### src/rtl/fifo_demux_out_if.sv
// Handshake/data bundle between a demux lane, its output FIFO and the downstream stage.
interface fifo_demux_out_if #(
  parameter int unsigned DATA_WIDTH = 10,
  parameter int unsigned ADDR_WIDTH = 2
);
  logic                  push;
  logic [DATA_WIDTH-1:0] data_in;
  logic                  pop;
  logic [DATA_WIDTH-1:0] data_out;
  logic                  valid_out;
  logic                  full;
  logic                  empty;
  logic                  almost_full;
  logic                  almost_empty;
  logic [ADDR_WIDTH:0]   count;
  logic                  error;

  modport master (
    output push, data_in, pop,
    input  data_out, valid_out, full, empty, almost_full, almost_empty, count, error
  );

  modport slave (
    input  push, data_in, pop,
    output data_out, valid_out, full, empty, almost_full, almost_empty, count, error
  );
endinterface

### src/rtl/fifo_demux_out.sv
// Per-lane synchronous FIFO behind the 1:2 demux, with occupancy flags and an access-error flag.
// Define FIFO_STICKY_ERR_EN to make error latch until reset instead of pulsing.
module fifo_demux_out #(
  parameter int unsigned DATA_WIDTH = 10,
  parameter int unsigned ADDR_WIDTH = 2,
  parameter int unsigned AF_TH      = 3,
  parameter int unsigned AE_TH      = 1
) (
  input  logic            clk,
  input  logic            reset,
  fifo_demux_out_if.slave bus
);
  localparam int unsigned DEPTH = 1 << ADDR_WIDTH;
  localparam int unsigned CW    = ADDR_WIDTH + 1;

  logic [DATA_WIDTH-1:0] mem [DEPTH];
  logic [ADDR_WIDTH-1:0] wr_ptr;
  logic [ADDR_WIDTH-1:0] rd_ptr;
  logic [CW-1:0]         count_q;
  logic [DATA_WIDTH-1:0] data_q;
  logic                  valid_q;
  logic                  error_q;

  logic full_c;
  logic empty_c;
  logic rd_ok_c;
  logic wr_ok_c;
  logic err_ev_c;

  // Flags decode the registered occupancy only, so no input reaches an output.
  assign full_c  = (count_q == CW'(DEPTH));
  assign empty_c = (count_q == '0);

  // A pop on a full FIFO frees the slot a simultaneous push needs.
  assign rd_ok_c  = bus.pop && !empty_c;
  assign wr_ok_c  = bus.push && (!full_c || rd_ok_c);
  assign err_ev_c = (bus.push && full_c && !bus.pop) || (bus.pop && empty_c);

  // Storage has no reset; stale words are unreachable once pointers clear.
  always_ff @(posedge clk) begin
    if (wr_ok_c) mem[wr_ptr] <= bus.data_in;
  end

  always_ff @(posedge clk or posedge reset) begin
    if (reset) begin
      wr_ptr  <= '0;
      rd_ptr  <= '0;
      count_q <= '0;
      data_q  <= '0;
      valid_q <= 1'b0;
      error_q <= 1'b0;
    end else begin
      valid_q <= rd_ok_c;
      if (wr_ok_c) wr_ptr <= wr_ptr + ADDR_WIDTH'(1);
      if (rd_ok_c) begin
        rd_ptr <= rd_ptr + ADDR_WIDTH'(1);
        data_q <= mem[rd_ptr];
      end
      case ({wr_ok_c, rd_ok_c})
        2'b10:   count_q <= count_q + CW'(1);
        2'b01:   count_q <= count_q - CW'(1);
        default: count_q <= count_q;
      endcase
`ifdef FIFO_STICKY_ERR_EN
      error_q <= error_q | err_ev_c;
`else
      error_q <= err_ev_c;
`endif
    end
  end

  assign bus.data_out     = data_q;
  assign bus.valid_out    = valid_q;
  assign bus.count        = count_q;
  assign bus.full         = full_c;
  assign bus.empty        = empty_c;
  assign bus.almost_full  = (count_q >= CW'(AF_TH));
  assign bus.almost_empty = (count_q <= CW'(AE_TH));
  assign bus.error        = error_q;
endmodule

### src/flat_wrapper.sv
// flat-port wrapper written by rule: the top's interface ports become plain ports
module fifo_demux_out_flat 
#(
  parameter int unsigned DATA_WIDTH = 10,
  parameter int unsigned ADDR_WIDTH = 2,
  parameter int unsigned AF_TH      = 3,
  parameter int unsigned AE_TH      = 1
)
  (clk, reset, bus_push, bus_data_in, bus_pop, bus_data_out, bus_valid_out, bus_full, bus_empty, bus_almost_full, bus_almost_empty, bus_count, bus_error);
  fifo_demux_out_if #(.DATA_WIDTH(DATA_WIDTH), .ADDR_WIDTH(ADDR_WIDTH)) bus_i ();
  input  logic clk;
  input  logic reset;
  input wire logic [$bits(bus_i.push)-1:0] bus_push;
  input wire logic [$bits(bus_i.data_in)-1:0] bus_data_in;
  input wire logic [$bits(bus_i.pop)-1:0] bus_pop;
  output wire logic [$bits(bus_i.data_out)-1:0] bus_data_out;
  output wire logic [$bits(bus_i.valid_out)-1:0] bus_valid_out;
  output wire logic [$bits(bus_i.full)-1:0] bus_full;
  output wire logic [$bits(bus_i.empty)-1:0] bus_empty;
  output wire logic [$bits(bus_i.almost_full)-1:0] bus_almost_full;
  output wire logic [$bits(bus_i.almost_empty)-1:0] bus_almost_empty;
  output wire logic [$bits(bus_i.count)-1:0] bus_count;
  output wire logic [$bits(bus_i.error)-1:0] bus_error;
  assign bus_i.push = bus_push;
  assign bus_i.data_in = bus_data_in;
  assign bus_i.pop = bus_pop;
  assign bus_data_out = bus_i.data_out;
  assign bus_valid_out = bus_i.valid_out;
  assign bus_full = bus_i.full;
  assign bus_empty = bus_i.empty;
  assign bus_almost_full = bus_i.almost_full;
  assign bus_almost_empty = bus_i.almost_empty;
  assign bus_count = bus_i.count;
  assign bus_error = bus_i.error;
  fifo_demux_out #(.DATA_WIDTH(DATA_WIDTH), .ADDR_WIDTH(ADDR_WIDTH), .AF_TH(AF_TH), .AE_TH(AE_TH)) u_core (.clk(clk), .reset(reset), .bus(bus_i));
endmodule
### config.mk
export PLATFORM = sky130hd
export DESIGN_NAME = fifo_demux_out_flat
export DESIGN_NICKNAME = d
export VERILOG_FILES = /design/src/rtl/fifo_demux_out_if.sv /design/src/rtl/fifo_demux_out.sv /design/src/flat_wrapper.sv
export SDC_FILE = /design/constraint.sdc
export NUM_CORES = 1
export LEC_CHECK = 0
export CORE_MARGIN = 5
export CORE_UTILIZATION = 48
export CTS_BUF_LIST = sky130_fd_sc_hd__clkbuf_16
export DETAILED_ROUTE_END_ITERATION = 12
export PLACE_DENSITY = 0.7
export SETUP_SLACK_MARGIN = 0.1
export SYNTH_ARGS = -nofsm -noshare
export SYNTH_HDL_FRONTEND = slang
export SYNTH_SLANG_ARGS = --single-unit
export TNS_END_PERCENT = 1
### constraint.sdc
create_clock -name clk -period 1.65 [get_ports clk]
set_clock_uncertainty 0.05 [all_clocks]
set_input_delay 0.165 -clock clk [delete_from_list [all_inputs] [get_ports clk]]
set_output_delay 0.165 -clock clk [all_outputs]
set_load 0.1 [all_outputs]
# Yosys cells after proc, flatten, opt, wreduce, memory -nomap -nowiden
# Memories as Yosys holds them, arrays and structs flattened. A register that Yosys moved wholly into a read port is not among the register bits.
# Cells that the tools add are included.
[word_totals]
reg_bits = 9
memories = 1
ramBits = 40
word_cells = 30
inputBits = 14
[memory_table]
columns = ["name", "words", "width", "read_ports", "rd_clocked_by_memory_dff", "wr", "line", "source"]
rows = [
  ["u_core.mem", 4, 10, 1, 1, 1, "fifo_demux_out.sv:16", "logic [DATA_WIDTH-1:0] mem [DEPTH];"],
]
[classes]
n_lt_le_gt_ge = 2
n_reduce_logical = 12
eq_ne = 3
n_mux = 3
n_addsub = 4
[ops]
columns = ["cell", "count"]
rows = [
  ["one-hot mux 3 bit (2 select lines)", 1],
  ["logical AND 1 bit", 5],
  ["adder 2 x 1 -> 2 bit, second input constant", 2],
  ["adder 3 x 1 -> 3 bit, second input constant", 1],
  ["equality test 3 bit, second input constant", 1],
  ["greater-or-equal comparator 3 x 2 -> 1 bit, second input constant", 1],
  ["less-or-equal comparator 3 x 1 -> 1 bit, second input constant", 1],
  ["logical NOT 1 bit", 3],
  ["logical NOT 3 bit", 1],
  ["subtractor 3 x 1 -> 3 bit, second input constant", 1],
  ["equality test 2 x 1 -> 1 bit, second input constant", 1],
  ["equality test 2 bit, second input constant", 1],
  ["logical OR 1 bit", 2],
  ["two-way mux 1 bit", 2],
  ["nonzero test 2 bit", 1],
]

# Logic depth before layout (Yosys ltp)
# Gate-level depths: netlist of the first run.
[logic_depth]
word_depth = 7
mapped_depth = 10
depth_no_buf = 9

# Least setup slack after synthesis of the first run
# OpenSTA, ideal clock, no wires.
[synth_path]
kind = "register to output"
start = "register u_core.count_q[0] (netlist: u_core.bus.count[0])"
end = "output port bus_almost_full"
n_path_buf = 0
required_ns = 1.435
stages_incl_launch_ff = 3
slack_ns = -1.858
arrival_ns = 3.293
cell_sequence = "dfrtp_1 -> inv_1 -> o21ai_0"
[synth_between]
elab_chain_cells = 1
[synth_lines]
columns = ["item", "line", "source"]
rows = [
  ["start, declared", "fifo_demux_out.sv:19", "logic [CW-1:0] count_q;"],
  ["start signal, assigned", "fifo_demux_out.sv:60", "2'b10: count_q <= count_q + CW'(1);"],
  ["start signal, assigned", "fifo_demux_out.sv:61", "2'b01: count_q <= count_q - CW'(1);"],
  ["start signal, assigned", "fifo_demux_out.sv:62", "default: count_q <= count_q;"],
  ["greater-or-equal comparator 3 x 2 -> 1 bit", "fifo_demux_out.sv:77", "assign bus.almost_full = (count_q >= CW'(AF_TH));"],
  ["end, declared", "flat_wrapper.sv:20", "output wire logic [$bits(bus_i.almost_full)-1:0] bus_almost_full;"],
]
# Every way passes these cells.

# Final worst setup path of the first run
[layout_path]
start = "register u_core.count_q[0] (netlist: u_core.bus.count[0])"
end = "register u_core.count_q[2] (netlist: u_core.bus.count[2])"
[layout_between]
elab_chain_cells = 7
word_cells_on_any_way = 13
classes_between = "add/sub (2); eq/ne (3); mux (1); reduce/logical (7)"
[layout_lines]
columns = ["item", "line", "source"]
rows = [
  ["logical NOT 3 bit", "fifo_demux_out.sv:32", "assign empty_c = (count_q == '0);"],
  ["logical NOT 1 bit", "fifo_demux_out.sv:35", "assign rd_ok_c = bus.pop && !empty_c;"],
  ["logical AND 1 bit", "fifo_demux_out.sv:35", ""],
  ["logical OR 1 bit", "fifo_demux_out.sv:36", "assign wr_ok_c = bus.push && (!full_c || rd_ok_c);"],
  ["logical AND 1 bit", "fifo_demux_out.sv:36", ""],
  ["equality test 2 x 1 -> 1 bit / equality test 2 bit (equally long branches)", "fifo_demux_out.sv:59", "case ({wr_ok_c, rd_ok_c})"],
  ["one-hot mux 3 bit (2 select lines) / nonzero test 2 bit (equally long branches)", "--", ""],
]
# Several ways; a longest one is shown, not always the timed one.
# A chain may end at the register's enable or synchronous reset.

==> run metrics, run 1 <==
result of the run=finished with violations; failing checks=negative setup slack; CP endpoint kind=flip-flop; share of layout cells above drive strength 1=0.489; post-synthesis sequential area ratio=0.709; pin count of the biggest net entering global routing=20; Setup TNS=-0.926 ns; Post-DRT Antenna Nets=0; CP required=about 1.8 ns; root buf cell=clkbuf_16; RSZ-0062 raised after global routing=yes; initial antenna violation count=0; DRT iter0 DRCs=87; CTS tree=done; Remaining DRCs=0; Slew HR=0.815; DP HPWL=approximately 2900 um; Port Buffers=32; # rows=25; clk buf depth=2; Initial Util=0.497; nets=206; post-synthesis cell count=~130; # diodes=0; GR Overflow Total=0; critical path type=flip-flop to flip-flop; Die W=80.2 um; Setup-failing EPs final=17; Final Routed Wirelength=approximately 4300 um; vias in the first global route=between 1000 and 1500; vias per inst=4.99; final RePlAce weighted congestion=roughly 0.75; Min-Delay Path Class=primary input to async pin; post-route minimum period=1.78 ns; final slew viol count=0; Max Cap Viol=0; core area=roughly 0.0048 mm^2; Die Area=~0.0064 mm^2; Clock Latency Late Sink=about 0.32 ns; Netlist cell types=22; Slew @ Worst Pin=~0.28 ns; Syn Std Cell Area=roughly 0.0024 mm^2; setup slack, reg-to-reg=-0.13 ns; CTS Buf Count=9; Syn Nets=~150; nature of the critical path startpoint=flip-flop; gr usage total=0.159; CTS sink cnt=between 50 and 60; Final WS setup=-0.126 ns; drt first pass iters=4; routed vias=about 1300; area grow syn2layout=50.4%; syn_area_per_cell=~18 um^2; flops & latches, synth=just under 60; wire per inst=17.1 um; Max Clock Freq=563 MHz; Worst Path Arrival=approximately 1.9 ns; Syn. warnings=0; DIE HEIGHT=between 80 and 90 um; crit share post-route=1.08; final hold viol count=0; I/O pins=33; Post-CTS Hold Fix Bufs=0; Clk pin slew, worst setup/hold paths=about 0.050 ns; H-Tree Depth=3; CP max FO=6; first-pass GRT wire length=between 7000 and 8000 um
-- flip-flops by register name, summed over array words and instances (netlist names) --
signal / flops
u_core.wr_ptr: 2
u_core.bus.valid_out: 1
u_core.bus.count: 3
u_core.rd_ptr: 2
u_core.mem: 40
u_core.bus.data_out: 10
u_core.bus.error: 1
-- path summary, 6_finish.rpt --
kind,start,to,cells after the start
worst min register to register,u_core.bus.data_out[7],u_core.bus.data_out[7],1
worst max-delay path,u_core.bus.count[0],u_core.bus.count[2],10
worst min-delay path,reset,u_core.bus.data_out[9],3
worst max register to register,u_core.bus.count[0],u_core.bus.count[2],10
max in group asynchronous,reset,u_core.bus.count[0],3
min in group clk,bus_data_in[6],u_core.mem[3][6],1
-- Yosys cell counts (all sizes together) --
| master | n | share of area |
|---|---|---|
| a21boi | 1 | 0.0032 |
| nand2b | 1 | 0.0026 |
| o21a | 1 | 0.0032 |
| mux2 | 11 | 0.052 |
| edfxtp | 40 | 0.51 |
| nand3 | 1 | 0.0021 |
| and2 | 4 | 0.011 |
| nand2 | 4 | 0.0063 |
| o21ai | 2 | 0.0042 |
| a31oi | 1 | 0.0026 |
| inv | 11 | 0.017 |
| dfrtp | 19 | 0.20 |
| a21oi | 1 | 0.0021 |
| nand3b | 1 | 0.0032 |
| nor2 | 3 | 0.0048 |
| o22ai | 1 | 0.0026 |
| xnor2 | 5 | 0.019 |
| buf | 3 | 0.0090 |
| ha | 9 | 0.048 |
| mux4 | 10 | 0.098 |
-- cells in the final DEF (no fill, tap or decap), types with 2 or more instances in the layout --
master	instances
buf_6	5
xnor2_1	5
inv_1	8
mux2_4	10
mux4_2	8
ha_4	4
ha_1	5
dfrtp_1	15
nor2_2	2
edfxtp_1	40
mux4_1	2
nand2_1	2
clkdlybuf4s50_1	13
and2_4	3
clkbuf_16	9
dfrtp_2	2
buf_12	20
buf_4	7
clkinv_2	2
dfrtp_4	2
inv_2	3
nand2_4	2
bufinv_16	2
-- kinds of logic (layout without fill, tap and decap cells) --
family,Yosys count,in the layout,share of synthesized area
flops,59,59,0.709
mux,21,21,0.151
simple gates,14,14,0.0296
buf+inv,14,73,0.0265
fa+ha+maj,9,9,0.0476
compound gates,7,7,0.0180
xor+xnor,5,5,0.0185
-- per-stage QoR --
step	util	cells	worst slack, ns	instance area (um^2)	hold WS (ns)
finish	0.748	255	-0.126	3560	0.126
global route	0.748	255	-0.200	3560	0.196
CTS	0.738	255	-0.143	3510	0.121
detailed placement	0.650	234	-0.0455	3090	0.471
global placement	0.650	234	0.0114	3090	0.463
floorplan	-	129	-0.179	2440	0.0661
-- worst max-delay path, stage by stage (launching register included) --
cell and delay [ns]:
dfrtp_4 0.48, buf_6 0.13, inv_6 0.06, ha_4 0.16
nand2_4 0.05, o21a_4 0.22, inv_2 0.06, ha_4 0.15
nor2_2 0.04, a31oi_1 0.16, o22ai_1 0.10
-- repair_timing --
| action | CTS | global route |
|---|---|---|
| setup buffers | 5 | 0 |
| endpoints found under the setup margin | 55 | 59 |
| pin swaps | 6 | 4 |
| gates resized for setup | 19 | 14 |
-- per-layer routing --
metal / global-route usage / vias to the layer above / routed length (um)
met5: 0 / - / 0
met4: 0.103 / 0 / 107
met3: 0.0448 / 12 / 246
met2: 0.255 / 38 / 2250
met1: 0.186 / 633 / 1750
li1: - / 590 / -
-- final cells by class --
| class | instances | area [um^2] |
|---|---|---|
| flip-flops and latches | 59 | 1690 |
| clock inverters | 7 | 85.1 |
| multi-input cells | 56 | 772 |
| fillers | 292 | 1200 |
| inverters | 11 | 48.8 |
| well taps | 67 | 83.8 |
| repair buffers | 46 | 654 |
| clock buffers | 9 | 225 |
Power of run 1 is not shown: default switching activity piles up to over one toggle a cycle in this logic, so the estimate is an artifact.
==> run 2: changes to the inputs <==
PLACE_DENSITY = 0.74   (was 0.7)
==> run 2 against run 1 <==
The flow still finishes with violations (negative setup slack). Final cell count rose by 0.78%. Global-route usage fell by 0.13 points. Non-clock buffer count rose by 2. Register-to-register slack got worse by 0.05 ns. Via count rose by 2.2%. Wire length rose by 3.9%. Utilization fell by 0.39 points. Die area did not move. Sequential share of layout area rose by 0.22 points. Critical endpoint is now bus_almost_full.
==> run metrics, run 2 (synthesis gave the netlist of run 1 again) <==
# rows=25; H-Tree Depth=3; clk buf depth=2; nature of the critical path startpoint=flip-flop; root buf cell=clkbuf_16; area grow syn2layout=49.6%; crit share post-route=1.11; final RePlAce weighted congestion=0.739; Slew HR=0.823; GR Overflow Total=0; Final WS setup=-0.178 ns; Initial Util=0.497; gr usage total=0.157; CTS Buf Count=9; Max Cap Viol=0; critical path type=flip-flop to primary output; DIE HEIGHT=around 80 um; I/O pins=33; nets=between 200 and 250; DRT iter0 DRCs=92; Setup-failing EPs final=37; Die W=roughly 80 um; Final Routed Wirelength=about 4500 um; # diodes=0; CP endpoint kind=primary output; pin count of the biggest net entering global routing=20; Min-Delay Path Class=primary input to async pin; Worst Path Arrival=1.61 ns; post-route minimum period=about 1.8 ns; commonest non-fill, non-tap cell in the layout=edfxtp_1; Post-DRT Antenna Nets=0; number of flip-flops in the largest register=40; result of the run=finished with violations; RSZ-0062 raised after global routing=yes; Max Clock Freq=547 MHz; wire per inst=about 18 um; final instance area=roughly 0.0035 mm^2; commonest non-fill, non-tap cells in the layout=edfxtp_1, buf_12, dfrtp_1; CTS sink cnt=59; CP max FO=2; initial antenna violation count=0; Slew @ Worst Pin=about 0.27 ns; Port Buffers=32; Placed Area=between 0.003 and 0.004 mm^2; core area=approximately 0.0048 mm^2; CP required=between 1 and 1.5 ns; Die Area=approximately 0.0064 mm^2; routed vias=1301; Clock Latency Late Sink=between 0.3 and 0.4 ns; vias per inst=5.06; share of layout cells above drive strength 1=0.489; drt first pass iters=4; first-pass GRT wire length=7160 um; DP HPWL=2940 um; failing checks=negative setup slack; number of fill cells=around 280; vias in the first global route=1422; CTS tree=done; Post-CTS Hold Fix Bufs=0; final hold viol count=0; most flop-heavy register=u_core.mem; final slew viol count=0; Clk pin slew, worst setup/hold paths=approximately 0.05 ns; Remaining DRCs=0
## run 2: final cells by class
cell class | count | area [um^2] | area share
clock buffer | 9 | 225 | 0.0637
clock inverter | 7 | 60.1 | 0.0170
inverter | 11 | 51.3 | 0.0145
multi-input combinational | 56 | 778 | 0.220
sequential | 59 | 1690 | 0.476
tap | 67 | 83.8 | 0.0237
timing repair buffer | 48 | 653 | 0.185
## run 2: what timing repair did
action                     in CTS  in global routing
buffers inserted                2                  5
resized for setup              28                  5
setup endpoints to repair      54                 58
pin swaps                       7                  5
## run 2: per-stage QoR
stage	hold slack [ns]	worst slack (ns)	util	std cells	TNS (ns)
CTS	0.141	-0.175	0.732	252	-0.591
detailed placement	0.480	-0.0492	0.648	234	-0.307
global placement	0.466	0.0132	0.648	234	0
floorplan	0.0661	-0.179	-	129	-6.14
finish	0.132	-0.178	0.744	257	-4.43
global route	0.179	-0.231	0.744	257	-5.84
## run 2: worst max-delay path, cell delays in order (launching register included)
cell     delay [ns]
dfrtp_4        0.50
buf_6          0.13
ha_4           0.15
ha_4           0.15
nor2_4         0.10
o21ai_2        0.08
buf_12         0.17
## run 2: metal layers
metal	vias up	wire length, um	GRT usage
met5	-	0	0
met4	0	45	0.0574
met3	5	277	0.0594
met2	41	2530	0.281
met1	663	1660	0.168
li1	592	-	-
## run 2: final timing paths
kind,cells past startpoint,slack (ns),start,to
min in group clk,1,0.45,bus_data_in[6],u_core.mem[0][6]
setup reg to reg,10,-0.18,u_core.bus.count[0],u_core.bus.count[2]
hold reg to reg,1,0.52,u_core.bus.data_out[7],u_core.bus.data_out[7]
max in group asynchronous,3,1.18,reset,u_core.bus.count[0]
setup / recovery,6,-0.18,u_core.bus.count[1],bus_almost_full
hold / removal,3,0.13,reset,u_core.bus.data_out[5]
Power of run 2 is left out for the same reason.
==> edit 1: new RTL, flow settings as in run 2 <==
`DATA_WIDTH` is set to 10 in 3 places; all go to 20.
--- a/src/rtl/fifo_demux_out_if.sv
+++ b/src/rtl/fifo_demux_out_if.sv
@@ -1,6 +1,6 @@
 // Handshake/data bundle between a demux lane, its output FIFO and the downstream stage.
 interface fifo_demux_out_if #(
-  parameter int unsigned DATA_WIDTH = 10,
+  parameter int unsigned DATA_WIDTH = 20,
   parameter int unsigned ADDR_WIDTH = 2
 );
   logic                  push;
--- a/src/rtl/fifo_demux_out.sv
+++ b/src/rtl/fifo_demux_out.sv
@@ -1,7 +1,7 @@
 // Per-lane synchronous FIFO behind the 1:2 demux, with occupancy flags and an access-error flag.
 // Define FIFO_STICKY_ERR_EN to make error latch until reset instead of pulsing.
 module fifo_demux_out #(
-  parameter int unsigned DATA_WIDTH = 10,
+  parameter int unsigned DATA_WIDTH = 20,
   parameter int unsigned ADDR_WIDTH = 2,
   parameter int unsigned AF_TH      = 3,
   parameter int unsigned AE_TH      = 1
--- a/src/flat_wrapper.sv
+++ b/src/flat_wrapper.sv
@@ -1,7 +1,7 @@
 // flat-port wrapper written by rule: the top's interface ports become plain ports
 module fifo_demux_out_flat 
 #(
-  parameter int unsigned DATA_WIDTH = 10,
+  parameter int unsigned DATA_WIDTH = 20,
   parameter int unsigned ADDR_WIDTH = 2,
   parameter int unsigned AF_TH      = 3,
   parameter int unsigned AE_TH      = 1
Ports: changed (resized bus_data_in and bus_data_out); port bits go from 33 to 53. No check against the original RTL was run, so the function may have changed too.
==> edit 1 against run 2 <==
The run still ends with setup timing left. Wire length up 64%. Area after synthesis up 80%. Sequential cell count up 50. Sequential share of layout area up 6.5 points. Worst setup slack better by 0.029 ns. Count of clock-buffer cells in the layout unchanged. Final area up 64%. Critical path type unchanged. Critical endpoint unchanged.
Power is not shown: default switching activity piles up to over one toggle a cycle in this logic, so the estimate is an artifact.
==> edit 1: results (changes against run 2) <==
status:
  status: "complete, but fails checks"  # unchanged
  violations: "setup timing"  # unchanged
clock_network:
  cts.sinks: 109  # was 59
synthesis:
  synth_compound_area_share_pct: 0.940  # was 1.80%
  synth_xor_area_share_pct: 1.03  # was 1.85%
  synth_edf_count: 80  # was 40
  synth.area.mux_share_pct: 17.9  # was 15.1%
  seq_area_frac_synth_pct: 73.4  # was 70.9%
  syn-num-nets: 235  # was 152
  synth_area_leaders: "edfxtp_1 (56%), dfrtp_1 (17%), mux4_2 (9.5%)"  # was edfxtp_1 (51%), dfrtp_1 (20%), mux4_2 (7.6%)
placed_design:
  port_buffers: 52  # was 32
  place_area_um2: 5400  # was 3080 um2
  dpl_worst_slack_ns: -0.107  # was -0.0492 ns
  dpl.cell_count: 370  # was 234
global_routing:
  grt_start_max_net_pins: 22  # was 20
  grt_pass1_vias: 2316  # was 1422
final_layout:
  drive_gt1_share_pct: 44.3  # was 48.9%
  multiInputGateArea_um2: 1150  # was 778 um2
  multi_input_gates: 77  # was 56
  fill_cells: 590  # was 277
  seq_share_pct: 54.2  # was 47.6%
  clkCellAreaFrac_pct: 5.17  # was 8.07%
critical_path:
  crit_arrival_ns: 1.58  # was 1.61 ns
sta:
  fin_setup_tns_ns: -7.09  # was -4.43 ns
  setup_viol: 103  # was 37
  finalWorstSetupSlack_ns: -0.149  # was -0.178 ns
  tightestPinTransition_ns: 0.522  # was 0.265 ns
routing:
  dr_total_vias: 2048  # was 1301
  first_iter_violations: 59  # was 92
[edit 1: cell count changes after synthesis, moves of 2 or more]
cell / before / now
nor2b_1: 0 / 3
dfrtp_1: 19 / 29
mux4_2: 8 / 18
nand2_1: 4 / 1
and2_1: 4 / 6
mux2_4: 0 / 18
inv_1: 11 / 9
clkbuf_1: 0 / 2
buf_6: 1 / 4
mux2_2: 11 / 3
edfxtp_1: 40 / 80
[edit 1: timing repair]
action | CTS | global route
resized for setup | 11 | 3
buffers inserted | 4 | 0
pin swaps | 6 | 2
setup endpoints to repair | 105 | 108
[edit 1: layer usage]
layer / vias up / GRT usage (%) / share of wire, %
met1: 1056 / 19.0 / 42
met5: - / 0 / 0
met4: 0 / 5.00 / 1.2
li1: 935 / - / -
met3: 6 / 3.66 / 3.8
met2: 51 / 24.2 / 53
==> edit 2: new RTL, flow settings as in run 2 <==
Without the edit above. Reset style: synchronous (`reset`), changed in one clocked block.
--- a/src/rtl/fifo_demux_out.sv
+++ b/src/rtl/fifo_demux_out.sv
@@ -41,7 +41,7 @@
     if (wr_ok_c) mem[wr_ptr] <= bus.data_in;
   end
 
-  always_ff @(posedge clk or posedge reset) begin
+  always_ff @(posedge clk) begin
     if (reset) begin
       wr_ptr  <= '0;
       rd_ptr  <= '0;
Formal check against the unedited RTL: differs if reset is asserted again (counterexample within 4 cycles, from zero or initial values and one cycle with reset high); with reset held inactive, the same outputs for 10 cycles.
==> edit 2 against run 2 <==
The run still ends with setup timing left. Area after synthesis is 2.6% higher. Sequential share of layout area is 3.4 points lower. Critical path type is now flip-flop to flip-flop. Sequential cell count stayed put. Worst setup slack better by 0.16 ns. Global-route usage is 1.4 points higher. Fmax is 9.6% higher. Final area is 1.8% higher. Cell count is 14% higher. Core utilization is 0.33 points higher. Largest cell class unchanged. Wire length is 11% higher. Critical path depth is 3 higher.
==> edit 2: results (changes against run 2) <==
status:
  status: "complete, but fails checks"  # unchanged
  violations: "setup timing"  # unchanged
power:
  irDropWorstVdd_uv: 1150
synthesis:
  synth_compound_area_share_pct: 7.32  # was 1.80%
  seq_area_frac_synth_pct: 65.2  # was 70.9%
  syn_inst: 168  # was 129
  synth_flop_cell: "edfxtp_1"  # unchanged
  synth.area.mux_share_pct: 10.8  # was 15.1%
  synth_common_cells: "edfxtp_1 (40), dfxtp_1 (19), a21oi_1 (16)"  # was edfxtp_1 (40), dfrtp_1 (19), inv_1 (11), mux2_2 (11), ha_1 (9)
  synth_cell_type_count: 28  # was 22
  synth_fa_ha_area_share_pct: 4.64  # was 4.76%
  syn-num-nets: 191  # was 152
  synth_area_leaders: "edfxtp_1 (50%), dfxtp_1 (16%), mux4_1 (11%)"  # was edfxtp_1 (51%), dfrtp_1 (20%), mux4_2 (7.6%)
  synth_xor_area_share_pct: 0.722  # was 1.85%
  async_reset_ff_share_pct: 0  # was 32.2%
placed_design:
  gp_congestion: 0.689  # was 0.739
  dpl.cell_count: 274  # was 234
  dp_hpwl_um: 3320  # was 2940 um
  port_buffers: 32  # unchanged
clock_network:
  cts_resized: 9  # was 28
  cts_max_path_buffers: 2  # unchanged
critical_path:
  slowest_delay_ns: 0.36  # was 0.50 ns
  crit_arrival_ns: 1.81  # was 1.61 ns
  path_max_fanout: 5  # was 2
  cp_slowest_cell: "dfxtp_4"  # was dfrtp_4
final_layout:
  diodes: 0  # unchanged
  layout.nets: 243  # was 208
  stdcell_count: 292  # was 257
  drive_gt1_share_pct: 32.0  # was 48.9%
global_routing:
  grt_util_met3_pct: 4.66  # was 5.94%
  grt_pass1_vias: 1668  # was 1422
  gr-usage-all-layers_pct: 17.2  # was 15.7%
  grt_pass1_wl_um: 8000  # was 7160 um
  antenna_found_initial: 0  # unchanged
  grtUsageMet2_pct: 29.6  # was 28.1%
  use_met1_pct: 18.4  # was 16.8%
routing:
  wl_met2_um: 2600  # was 2530 um
  vias_per_cell: 5.44  # was 5.06
  met3_length_um: 292  # was 277 um
  first_iter_violations: 162  # was 92
  wirelength_met1_um: 2000  # was 1660 um
  dr.pass1.iters: 5  # was 4
  wl_per_cell_um: 17.2  # was 17.6 um
sta:
  finalWorstSetupSlack_ns: -0.0185  # was -0.178 ns
  setup_viol: 1  # was 37
  relSlewSlack_pct: 67.9  # was 82.3%
worst_hold_path:
  hp-class: "primary input to flip-flop"  # was primary input to async pin
edit 2: logic make-up after synthesis:
group           count (synthesis)
flops                          59
buf+inv                        20
xor+xnor                        2
compound gates                 34
fa+ha+maj                       9
mux                            10
simple gates                   34
edit 2: through the flow:
step | utilization, % | setup TNS [ns] | cell area (um2) | setup WS, ns | total power, mW
final | 74.7 | -0.0185 | 3600 | -0.0185 | 7.10
after global routing | 74.7 | -0.288 | 3600 | -0.125 | 7.37
after CTS | 73.9 | -0.0248 | 3560 | -0.0148 | 7.07
after detailed placement | 66.8 | -0.513 | 3220 | -0.105 | 5.18
after global placement | 66.8 | -0.0624 | 3220 | -0.0384 | 5.09
after floorplan | - | -3.12 | 2500 | -0.159 | 4.08
edit 2: area by class of cell:
class,count,area [um2]
sequential,59,1590
timing repair buffer,50,723
fill,300,1220
clock buffer,9,225
tap,67,83.8
clock inverter,7,61.3
multi-input combinational,89,863
inverter,11,48.8
edit 2: final timing paths:
| kind | startpoint | to | slack (ns) | depth (start not counted) |
|---|---|---|---|---|
| worst max-delay path | u_core.bus.count[0] | u_core.bus.count[2] | -0.02 | 9 |
| worst min-delay path | bus_data_in[8] | u_core.mem[1][8] | 0.43 | 1 |
| worst max register to register | u_core.bus.count[0] | u_core.bus.count[2] | -0.02 | 9 |
| worst min register to register | u_core.bus.data_out[6] | u_core.bus.data_out[6] | 0.47 | 2 |
edit 2: worst max-delay path: cells and delay by family (launching register included):
family                     cells  cell delay [ns]
and+or+nand+nor                3             0.43
AOI/OAI and AO/OA              2             0.23
DFF                            1             0.36
buffers and inverters          2             0.13
adders and majority gates      2             0.34
edit 2: report_power, final:
part	switching (mW)	internal [mW]	leakage (nW)
sequential	0.169	1.79	0.525
combinational	2.05	1.36	0.656
clock	0.592	1.14	0.141
total	2.81	4.29	1.32
